`src/rtl/bus_initiator_if.sv`:
```
// Command, response and slave-bus signals of the single-outstanding initiator.
// master is the initiator side; slave is the command source plus the bus slave.
interface bus_initiator_if #(
    parameter int ADDR_W = 32,
    parameter int DATA_W = 32
);
    logic              cmd_valid;
    logic              cmd_ready;
    logic [ADDR_W-1:0] cmd_addr;
    logic [DATA_W-1:0] cmd_wdata;
    logic              cmd_write;

    logic              rsp_valid;
    logic              rsp_ready;
    logic [DATA_W-1:0] rsp_rdata;
    logic              rsp_err;

    logic              bus_ss;
    logic              bus_we;
    logic [ADDR_W-1:0] bus_addr;
    logic [DATA_W-1:0] bus_wdata;
    logic [DATA_W-1:0] bus_rdata;
    logic              bus_bdone;

    modport master (
        input  cmd_valid, cmd_addr, cmd_wdata, cmd_write,
        input  rsp_ready, bus_rdata, bus_bdone,
        output cmd_ready, rsp_valid, rsp_rdata, rsp_err,
        output bus_ss, bus_we, bus_addr, bus_wdata
    );

    modport slave (
        output cmd_valid, cmd_addr, cmd_wdata, cmd_write,
        output rsp_ready, bus_rdata, bus_bdone,
        input  cmd_ready, rsp_valid, rsp_rdata, rsp_err,
        input  bus_ss, bus_we, bus_addr, bus_wdata
    );
endinterface

```
`src/rtl/bus_initiator.sv`:
```
// Single-outstanding bus initiator: one command -> one slave-bus transaction
// -> one response, with a saturating cycle timeout on unresponsive slaves.
module bus_initiator #(
    parameter int ADDR_W  = 32,
    parameter int DATA_W  = 32,
    parameter int TIMEOUT = 16
) (
    input logic             clk,
    input logic             rst,
    bus_initiator_if.master bi
);
    localparam int CNT_W = (TIMEOUT > 0) ? $clog2(TIMEOUT + 1) : 1;
    localparam logic [CNT_W-1:0] LIMIT =
        CNT_W'((TIMEOUT > 0) ? TIMEOUT - 1 : 0);
    localparam bit TO_EN = (TIMEOUT != 0);

    typedef enum logic [1:0] {
        IDLE,
        REQ,
        RESP
    } state_e;

    state_e            state_q, state_d;
    logic [ADDR_W-1:0] addr_q, addr_d;
    logic [DATA_W-1:0] wdata_q, wdata_d;
    logic              write_q, write_d;
    logic [DATA_W-1:0] rdata_q, rdata_d;
    logic              err_q, err_d;
    logic [CNT_W-1:0]  cnt_q, cnt_d;

    always_ff @(posedge clk) begin
        if (rst) begin
            state_q <= IDLE;
            addr_q  <= '0;
            wdata_q <= '0;
            write_q <= 1'b0;
            rdata_q <= '0;
            err_q   <= 1'b0;
            cnt_q   <= '0;
        end else begin
            state_q <= state_d;
            addr_q  <= addr_d;
            wdata_q <= wdata_d;
            write_q <= write_d;
            rdata_q <= rdata_d;
            err_q   <= err_d;
            cnt_q   <= cnt_d;
        end
    end

    always_comb begin
        state_d = state_q;
        addr_d  = addr_q;
        wdata_d = wdata_q;
        write_d = write_q;
        rdata_d = rdata_q;
        err_d   = err_q;
        cnt_d   = cnt_q;
        unique case (state_q)
            IDLE: begin
                if (bi.cmd_valid) begin
                    addr_d  = bi.cmd_addr;
                    wdata_d = bi.cmd_wdata;
                    write_d = bi.cmd_write;
                    rdata_d = '0;
                    err_d   = 1'b0;
                    cnt_d   = '0;
                    // Misaligned commands never reach the bus.
                    if (bi.cmd_addr[1:0] != 2'b00) begin
                        err_d   = 1'b1;
                        state_d = RESP;
                    end else begin
                        state_d = REQ;
                    end
                end
            end
            REQ: begin
                if (bi.bus_bdone) begin
                    rdata_d = write_q ? '0 : bi.bus_rdata;
                    err_d   = 1'b0;
                    state_d = RESP;
                end else if (TO_EN && cnt_q == LIMIT) begin
                    rdata_d = '0;
                    err_d   = 1'b1;
                    state_d = RESP;
                end else if (cnt_q != {CNT_W{1'b1}}) begin
                    cnt_d = cnt_q + 1'b1;
                end
            end
            RESP: begin
                if (bi.rsp_ready) begin
                    state_d = IDLE;
                end
            end
            default: state_d = IDLE;
        endcase
    end

    logic ss;
    assign ss = (state_q == REQ);

    assign bi.cmd_ready = (state_q == IDLE);
    assign bi.rsp_valid = (state_q == RESP);
    assign bi.rsp_rdata = rdata_q;
    assign bi.rsp_err   = err_q;
    assign bi.bus_ss    = ss;
    assign bi.bus_we    = ss & write_q;
    assign bi.bus_addr  = ss ? addr_q : '0;
    assign bi.bus_wdata = ss ? wdata_q : '0;
endmodule

```
`src/flat_wrapper.sv`:
```
// flat-port wrapper written by rule: the top's interface ports become plain ports
module bus_initiator_flat 
#(
    parameter int ADDR_W  = 32,
    parameter int DATA_W  = 32,
    parameter int TIMEOUT = 16
)
  (clk, rst, bi_cmd_valid, bi_cmd_addr, bi_cmd_wdata, bi_cmd_write, bi_rsp_ready, bi_bus_rdata, bi_bus_bdone, bi_cmd_ready, bi_rsp_valid, bi_rsp_rdata, bi_rsp_err, bi_bus_ss, bi_bus_we, bi_bus_addr, bi_bus_wdata);
  bus_initiator_if #(.ADDR_W(ADDR_W), .DATA_W(DATA_W)) bi_i ();
  input logic clk;
  input logic rst;
  input wire logic [$bits(bi_i.cmd_valid)-1:0] bi_cmd_valid;
  input wire logic [$bits(bi_i.cmd_addr)-1:0] bi_cmd_addr;
  input wire logic [$bits(bi_i.cmd_wdata)-1:0] bi_cmd_wdata;
  input wire logic [$bits(bi_i.cmd_write)-1:0] bi_cmd_write;
  input wire logic [$bits(bi_i.rsp_ready)-1:0] bi_rsp_ready;
  input wire logic [$bits(bi_i.bus_rdata)-1:0] bi_bus_rdata;
  input wire logic [$bits(bi_i.bus_bdone)-1:0] bi_bus_bdone;
  output wire logic [$bits(bi_i.cmd_ready)-1:0] bi_cmd_ready;
  output wire logic [$bits(bi_i.rsp_valid)-1:0] bi_rsp_valid;
  output wire logic [$bits(bi_i.rsp_rdata)-1:0] bi_rsp_rdata;
  output wire logic [$bits(bi_i.rsp_err)-1:0] bi_rsp_err;
  output wire logic [$bits(bi_i.bus_ss)-1:0] bi_bus_ss;
  output wire logic [$bits(bi_i.bus_we)-1:0] bi_bus_we;
  output wire logic [$bits(bi_i.bus_addr)-1:0] bi_bus_addr;
  output wire logic [$bits(bi_i.bus_wdata)-1:0] bi_bus_wdata;
  assign bi_i.cmd_valid = bi_cmd_valid;
  assign bi_i.cmd_addr = bi_cmd_addr;
  assign bi_i.cmd_wdata = bi_cmd_wdata;
  assign bi_i.cmd_write = bi_cmd_write;
  assign bi_i.rsp_ready = bi_rsp_ready;
  assign bi_i.bus_rdata = bi_bus_rdata;
  assign bi_i.bus_bdone = bi_bus_bdone;
  assign bi_cmd_ready = bi_i.cmd_ready;
  assign bi_rsp_valid = bi_i.rsp_valid;
  assign bi_rsp_rdata = bi_i.rsp_rdata;
  assign bi_rsp_err = bi_i.rsp_err;
  assign bi_bus_ss = bi_i.bus_ss;
  assign bi_bus_we = bi_i.bus_we;
  assign bi_bus_addr = bi_i.bus_addr;
  assign bi_bus_wdata = bi_i.bus_wdata;
  bus_initiator #(.ADDR_W(ADDR_W), .DATA_W(DATA_W), .TIMEOUT(TIMEOUT)) u_core (.clk(clk), .rst(rst), .bi(bi_i));
endmodule
```
`config.mk`:
```
export PLATFORM = sky130hd
export DESIGN_NAME = bus_initiator_flat
export DESIGN_NICKNAME = d
export VERILOG_FILES = /design/src/rtl/bus_initiator_if.sv /design/src/rtl/bus_initiator.sv /design/src/flat_wrapper.sv
export SDC_FILE = /design/constraint.sdc
export NUM_CORES = 1
export LEC_CHECK = 0
export CAP_MARGIN = 10
export CELL_PAD_IN_SITES_DETAIL_PLACEMENT = 1
export CELL_PAD_IN_SITES_GLOBAL_PLACEMENT = 1
export CORE_AREA = 2 2 126 128
export CTS_BUF_LIST = sky130_fd_sc_hd__clkbuf_16
export DETAILED_ROUTE_END_ITERATION = 12
export DIE_AREA = 0 0 128 130
export PLACE_DENSITY = 0.85
export SETUP_SLACK_MARGIN = 0.05
export SLEW_MARGIN = 20
export SYNTH_ARGS = -nofsm -noshare
export SYNTH_HDL_FRONTEND = slang
export SYNTH_SLANG_ARGS = --single-unit
```
`constraint.sdc`:
```
create_clock -name clk -period 2.25 [get_ports clk]
set_input_delay 0.45 -clock clk [delete_from_list [all_inputs] [get_ports clk]]
set_output_delay 0.45 -clock clk [all_outputs]
set_load 0.1 [all_outputs]
```
; After elaboration in Yosys (flattened, before gate mapping)
; Cells that the tools add are included.
[totals]
input_bits = 102
elab_cells = 49
latchBits = 0
register_bits = 105
ram_bits = 0
n_memories = 0
romBits = 0
[classes]
add_sub_neg = 1
magnitude_cmp = 0
eq_ne = 10
n_mux = 23
div_mod_pow = 0
multipliers = 0
bitwise = 1
reduce_logical = 7
shifts = 0
[ops]
columns = cell, n
row1 = $mux 32, 6
row2 = $pmux 32 s2, 1
row3 = $mux 5, 4
row4 = $mux 2, 5
row5 = $ne 2x2->1 const B, 5
row6 = $pmux 5 s2, 1
row7 = $pmux 2 s3, 1
row8 = $reduce_and 3->1, 2
row9 = $add 5x1->5 const B, 1
row10 = $eq 5x4->1 const B, 1
row11 = $ne 5x5->1 const B, 1
row12 = $reduce_and 5->1, 1
row13 = $mux 1, 4
row14 = $reduce_bool 2->1, 2
row15 = $ne 3x3->1 const B, 1
row16 = $eq 2x1->1 const B, 1
row17 = $eq 2x2->1 const B, 1
row18 = $logic_not 2->1, 1
row19 = $pmux 1 s2, 1
row20 = $reduce_and 2->1, 1
row21 = $and 1x1->1, 1

; Logic depth before layout (Yosys ltp)
[depth]
ltp_word = 5
depth_mapped = 9
depth_no_buf = 7

; Worst setup path after synthesis
; OpenSTA, ideal clock, no wires.
[synth_timing]
path_type = register to output
start = register u_core.state_q[0]
end = output port bi_bus_addr[21]
path_slack_ns = -0.705
stages_incl_launch_ff = 6
t_arrival_ns = 2.505
path_buffers = 2
required_time_ns = 1.800
cell_sequence = dfxtp_1 buf_4 nand2b_1 inv_2 clkbuf_1 and2_1
[synth_between]
elab_chain_len = 2
[synth_lines]
columns = element, line_no
row1 = start: declaration, bus_initiator.sv:23  ; state_e state_q, state_d;
row2 = start signal: assignment, bus_initiator.sv:41  ; state_q <= state_d;
row3 = $eq 2x1->1, bus_initiator.sv:100  ; assign ss = (state_q == REQ);
row4 = via bi_bus_ss, flat_wrapper.sv:23  ; output wire logic [$bits(bi_i.bus_ss)-1:0] bi_bus_ss;
row5 = $mux 32, bus_initiator.sv:108  ; assign bi.bus_addr = ss ? addr_q : '0;
row6 = end: declaration, flat_wrapper.sv:25  ; output wire logic [$bits(bi_i.bus_addr)-1:0] bi_bus_addr;
; The timed path passes the listed nets, and every way through them passes these cells.

; Worst setup path after layout
[layout_timing]
start = register u_core.state_q[1]
end = output port bi_bus_wdata[18]
[layout_between]
elab_chain_len = 2
[layout_lines]
columns = element, line_no
row1 = $eq 2x1->1, bus_initiator.sv:100
row2 = $mux 32, bus_initiator.sv:109  ; assign bi.bus_wdata = ss ? wdata_q : '0;
row3 = end: declaration, flat_wrapper.sv:26  ; output wire logic [$bits(bi_i.bus_wdata)-1:0] bi_bus_wdata;
; No other way between the ends.

==> summary.md <==
| Metric | Value |
|---|---|
| Max_slew headroom | 64.90% |
| Post-route antenna net violation count | 0 |
| Synthesis-stage register bit count | 105 |
| Pre-CTS setup slack | 0.1774 ns |
| Crit Path Max Fanout | 40 |
| Clock period minus final worst setup slack | 2.094 ns |
| Total Die Area | 16,640 um^2 |
| Maximum operating frequency | 477.5 MHz |
| Clock latency reported for the late side of the worst-skew pair | 0.35 ns |
| Cell row count | 46 |
| Crit path required time | 1.80 ns |
| Die X-Extent | 128 um |
| First-pass GRT wire length | 21.76 mm |
| Detail Placement HPWL | 9.837 mm |
| Distinct cells, synth | 28 |
| Clock sink total | 105 |
| Total wire length after detailed routing | 13.62 mm |
| Number of diodes | 0 |
| Leak pwr | 2.899 nW |
| Hold/Removal Path Class | register to register |
| Worst clock skew | 0.007595 ns |
| Start point of the worst min-delay path | u_core.wdata_q[3] |
| Sum of buffers and inverters on the critical path | 3 |
| Layout area overhead | 76.16% |
| Clock-pin transition on the worst setup and hold timing paths | 0.08 ns |
| Fill cells | 1,760 |
| Boundary pin count | 203 |
| Global routing usage summed across all routing layers | 16.53% |
| Starting DRC count in detailed routing | 130 |
| Pre-antenna DRT Iters | 4 |
| CP cell instances | nand2b_1 -> inv_2 -> buf_12 -> and2_1 -> buf_12 |
| Slowest cell on crit path | sky130_fd_sc_hd__dfxtp_1 |
| Final hold violation count | 0 |
| Power density normalized to cell area | 590.6 nW/um^2 |
| Placer Congestion | 0.7440 |
| Y dimension of the die | 130 um |
| CTS H-tree depth | 3 |
| Worst slew pin tran | 0.5225 ns |
| Period utilisation layout | 93.09% |
| Number of nets at the end of the flow | 811 |
| Count of warnings emitted by yosys | 0 |
| Maximum number of pins on one net before global-route repair | 49 |
| Number of buffers inserted for hold repair after clock tree synthesis | 0 |
| Remaining design rule violation count | 0 |
| Synth Net Count | 625 |
| Via density per instance | 4.641 |
| Startpoint of the lowest-slack register-to-register path | u_core.cnt_q[0] |
| Delay of the slowest cell on the worst path | 0.31 ns |
| Area taken by multi-input logic gates | 1899 um^2 |
| Kind of launch point of the worst setup path | register |
| Worst Path Arrival | 1.64 ns |
| Max-slew violations | 0 |
| Initial core utilization | 27.08% |
| Area of the core region | 15,420 um^2 |
| Setup TNS | 0 ns |
| Cell family contributing the most delay on the critical path | buffers and inverters |
| Final-report setup violation count | 0 |
| Unrepaired setup endpoints after global routing | true |
| Crit. Startpoint | u_core.state_q[1] |
| Reg2Reg Setup Slack | 0.21 ns |
| Placed instance count | 887 |
| PortBufs | 202 |
| Max capacitance violation total | 0 |
| Total number of vias | 4,186 |
| Element type at the critical path end | primary output |
| Clock tree root buffer cell | sky130_fd_sc_hd__clkbuf_16 |
| Worst setup path category | register to primary output |
| Total global routing overflow | 0 |
| Post-Layout Cell Count | 902 |
| Final setup slack of the worst path | 0.1556 ns |
| Total power consumption of the routed design | 4.347 mW |
| Post-CTS Repair Setup Buffers | 0 |
| Number of instances in the synthesized netlist | 520 |
| Number of clock buffers inserted by TritonCTS | 9 |
| Antenna violations before repair | 0 |
| Layout cell share with drive strength beyond 1 | 20.56% |
| Run status | complete, no violations |
| Number of global-route vias before repair | 4,321 |
| VDD IR max | 0.3072 mV |
| Netlist Area Pre-Place | 4178 um^2 |
| Clock tree from TritonCTS | done |
| Routed length per instance | 15.10 um |
| Deepest clock path buffer count | 2 |
| Register area share after synthesis | 50.31% |
| Cell with the most instances on the worst path | sky130_fd_sc_hd__buf_12 |
| Seq. cell area | 2102 um^2 |
| Synthesized area per cell | 8.034 um^2 |
[registers in the layout, indices dropped and copies added (netlist names)]
| signal | cells |
|---|---|
| u_core.bi.rsp_rdata | 32 |
| u_core.cnt_q | 5 |
| u_core.addr_q | 32 |
| u_core.state_q | 2 |
| u_core.wdata_q | 32 |
| u_core.write_q | 1 |
| u_core.bi.rsp_err | 1 |
[metrics by stage]
stage | cell area, um^2 | hold WS, ns | util, %
6_report | 7360 | 0.4494 | 47.71
5_1_grt | 7360 | 0.4698 | 47.71
4_1_cts | 7353 | 0.4526 | 47.67
3_5_place_dp | 7048 | 0.4426 | 45.69
3_3_place_gp | 7048 | 0.4372 | 45.69
2_1_floorplan | 4192 | 0.4317 | -
[power breakdown]
group | switching [mW] | total, mW | internal, mW
sequential | 0.0380 | 1.98 | 1.94
clock | 0.756 | 1.63 | 0.878
combinational | 0.407 | 0.730 | 0.323
[area by class of cell]
| type | count | share of cell area, % |
|---|---|---|
| repair buffers | 216 | 38.12 |
| well taps | 192 | 3.264 |
| flip-flops and latches | 105 | 28.56 |
| multi-input cells | 371 | 25.81 |
| clock inverters | 6 | 1.037 |
| clock buffers | 9 | 3.060 |
| inverters | 3 | 0.1530 |
[synthesized netlist by cell type]
cell | instances | share of area, %
sky130_fd_sc_hd__nor2_1 | 40 | 3.6
sky130_fd_sc_hd__and3_1 | 1 | 0.15
sky130_fd_sc_hd__nor3b_2 | 1 | 0.30
sky130_fd_sc_hd__a211oi_1 | 1 | 0.18
sky130_fd_sc_hd__nand4b_1 | 1 | 0.21
sky130_fd_sc_hd__inv_1 | 2 | 0.18
sky130_fd_sc_hd__o21bai_1 | 1 | 0.18
sky130_fd_sc_hd__nor4b_2 | 1 | 0.36
sky130_fd_sc_hd__clkbuf_1 | 20 | 1.8
sky130_fd_sc_hd__a21oi_1 | 69 | 8.3
sky130_fd_sc_hd__nand3b_1 | 1 | 0.18
sky130_fd_sc_hd__a211o_1 | 2 | 0.42
sky130_fd_sc_hd__nand2_1 | 136 | 12
sky130_fd_sc_hd__and2_1 | 66 | 9.9
sky130_fd_sc_hd__buf_1 | 4 | 0.36
sky130_fd_sc_hd__ha_1 | 3 | 0.90
sky130_fd_sc_hd__buf_4 | 6 | 1.1
sky130_fd_sc_hd__a2bb2oi_1 | 1 | 0.21
sky130_fd_sc_hd__inv_2 | 1 | 0.090
sky130_fd_sc_hd__or3_1 | 1 | 0.15
sky130_fd_sc_hd__a31oi_1 | 2 | 0.30
sky130_fd_sc_hd__nor2b_1 | 3 | 0.45
sky130_fd_sc_hd__buf_2 | 11 | 1.3
sky130_fd_sc_hd__nor3_1 | 4 | 0.48
sky130_fd_sc_hd__a22oi_1 | 33 | 5.9
sky130_fd_sc_hd__dfxtp_1 | 105 | 50
sky130_fd_sc_hd__nand3_1 | 3 | 0.36
sky130_fd_sc_hd__nand2b_1 | 1 | 0.15
[logic make-up (layout without fill, tap and decap cells)]
group                    after synthesis  count (layout)  share of synthesized area, %
adder cells (fa/ha/maj)                3               3                        0.8986
AO/OA/AOI/OAI                        109             109                         15.48
flip-flops                           105             105                         50.31
AND/OR/NAND/NOR                      259             259                         28.48
buffers and inverters                 44             234                         4.821
[tightest hold or removal path: stages (launching register included)]
cell and delay (ns):
sky130_fd_sc_hd__dfxtp_1 0.31, sky130_fd_sc_hd__nand2_1 0.05, sky130_fd_sc_hd__a21oi_1 0.05
[worst paths after layout]
check,cells after the start,end
worst max-delay path,5,bi_bus_wdata[18]
worst min-delay path,2,u_core.wdata_q[3]
worst max register to register,7,u_core.cnt_q[4]
worst min register to register,2,u_core.wdata_q[3]
[repair_timing]
item,4_1_cts,5_1_grt
endpoints found under the setup margin,24,10
resized for setup,1,2
pin swaps,0,0
[cell usage in the layout, fill, tap and decap left out, types with 2 or more instances in the layout]
cell type | Yosys | final
sky130_fd_sc_hd__inv_1 | 2 | 2
sky130_fd_sc_hd__a22oi_1 | 33 | 33
sky130_fd_sc_hd__nand2_1 | 136 | 135
sky130_fd_sc_hd__buf_12 | 0 | 74
sky130_fd_sc_hd__inv_6 | 0 | 2
sky130_fd_sc_hd__nor2_1 | 40 | 39
sky130_fd_sc_hd__a31oi_1 | 2 | 2
sky130_fd_sc_hd__and2_2 | 0 | 9
sky130_fd_sc_hd__a21oi_1 | 69 | 69
sky130_fd_sc_hd__a211o_1 | 2 | 2
sky130_fd_sc_hd__ha_1 | 3 | 3
sky130_fd_sc_hd__clkinv_4 | 0 | 2
sky130_fd_sc_hd__buf_4 | 6 | 41
sky130_fd_sc_hd__nor3_1 | 4 | 4
sky130_fd_sc_hd__nand3_1 | 3 | 3
sky130_fd_sc_hd__clkbuf_16 | 0 | 9
sky130_fd_sc_hd__and2_1 | 66 | 56
sky130_fd_sc_hd__dfxtp_1 | 105 | 105
sky130_fd_sc_hd__clkdlybuf4s50_1 | 0 | 100
sky130_fd_sc_hd__nor2b_1 | 3 | 3
[layer usage]
| layer | global-route usage [%] | wire (um) |
|---|---|---|
| met5 | 0 | 0 |
| met2 | 30.17 | 6912 |
| met3 | 3.362 | 570 |
| met4 | 5.624 | 276 |
| met1 | 19.38 | 5862 |
Note: power is estimated with default switching activity, not from simulation.
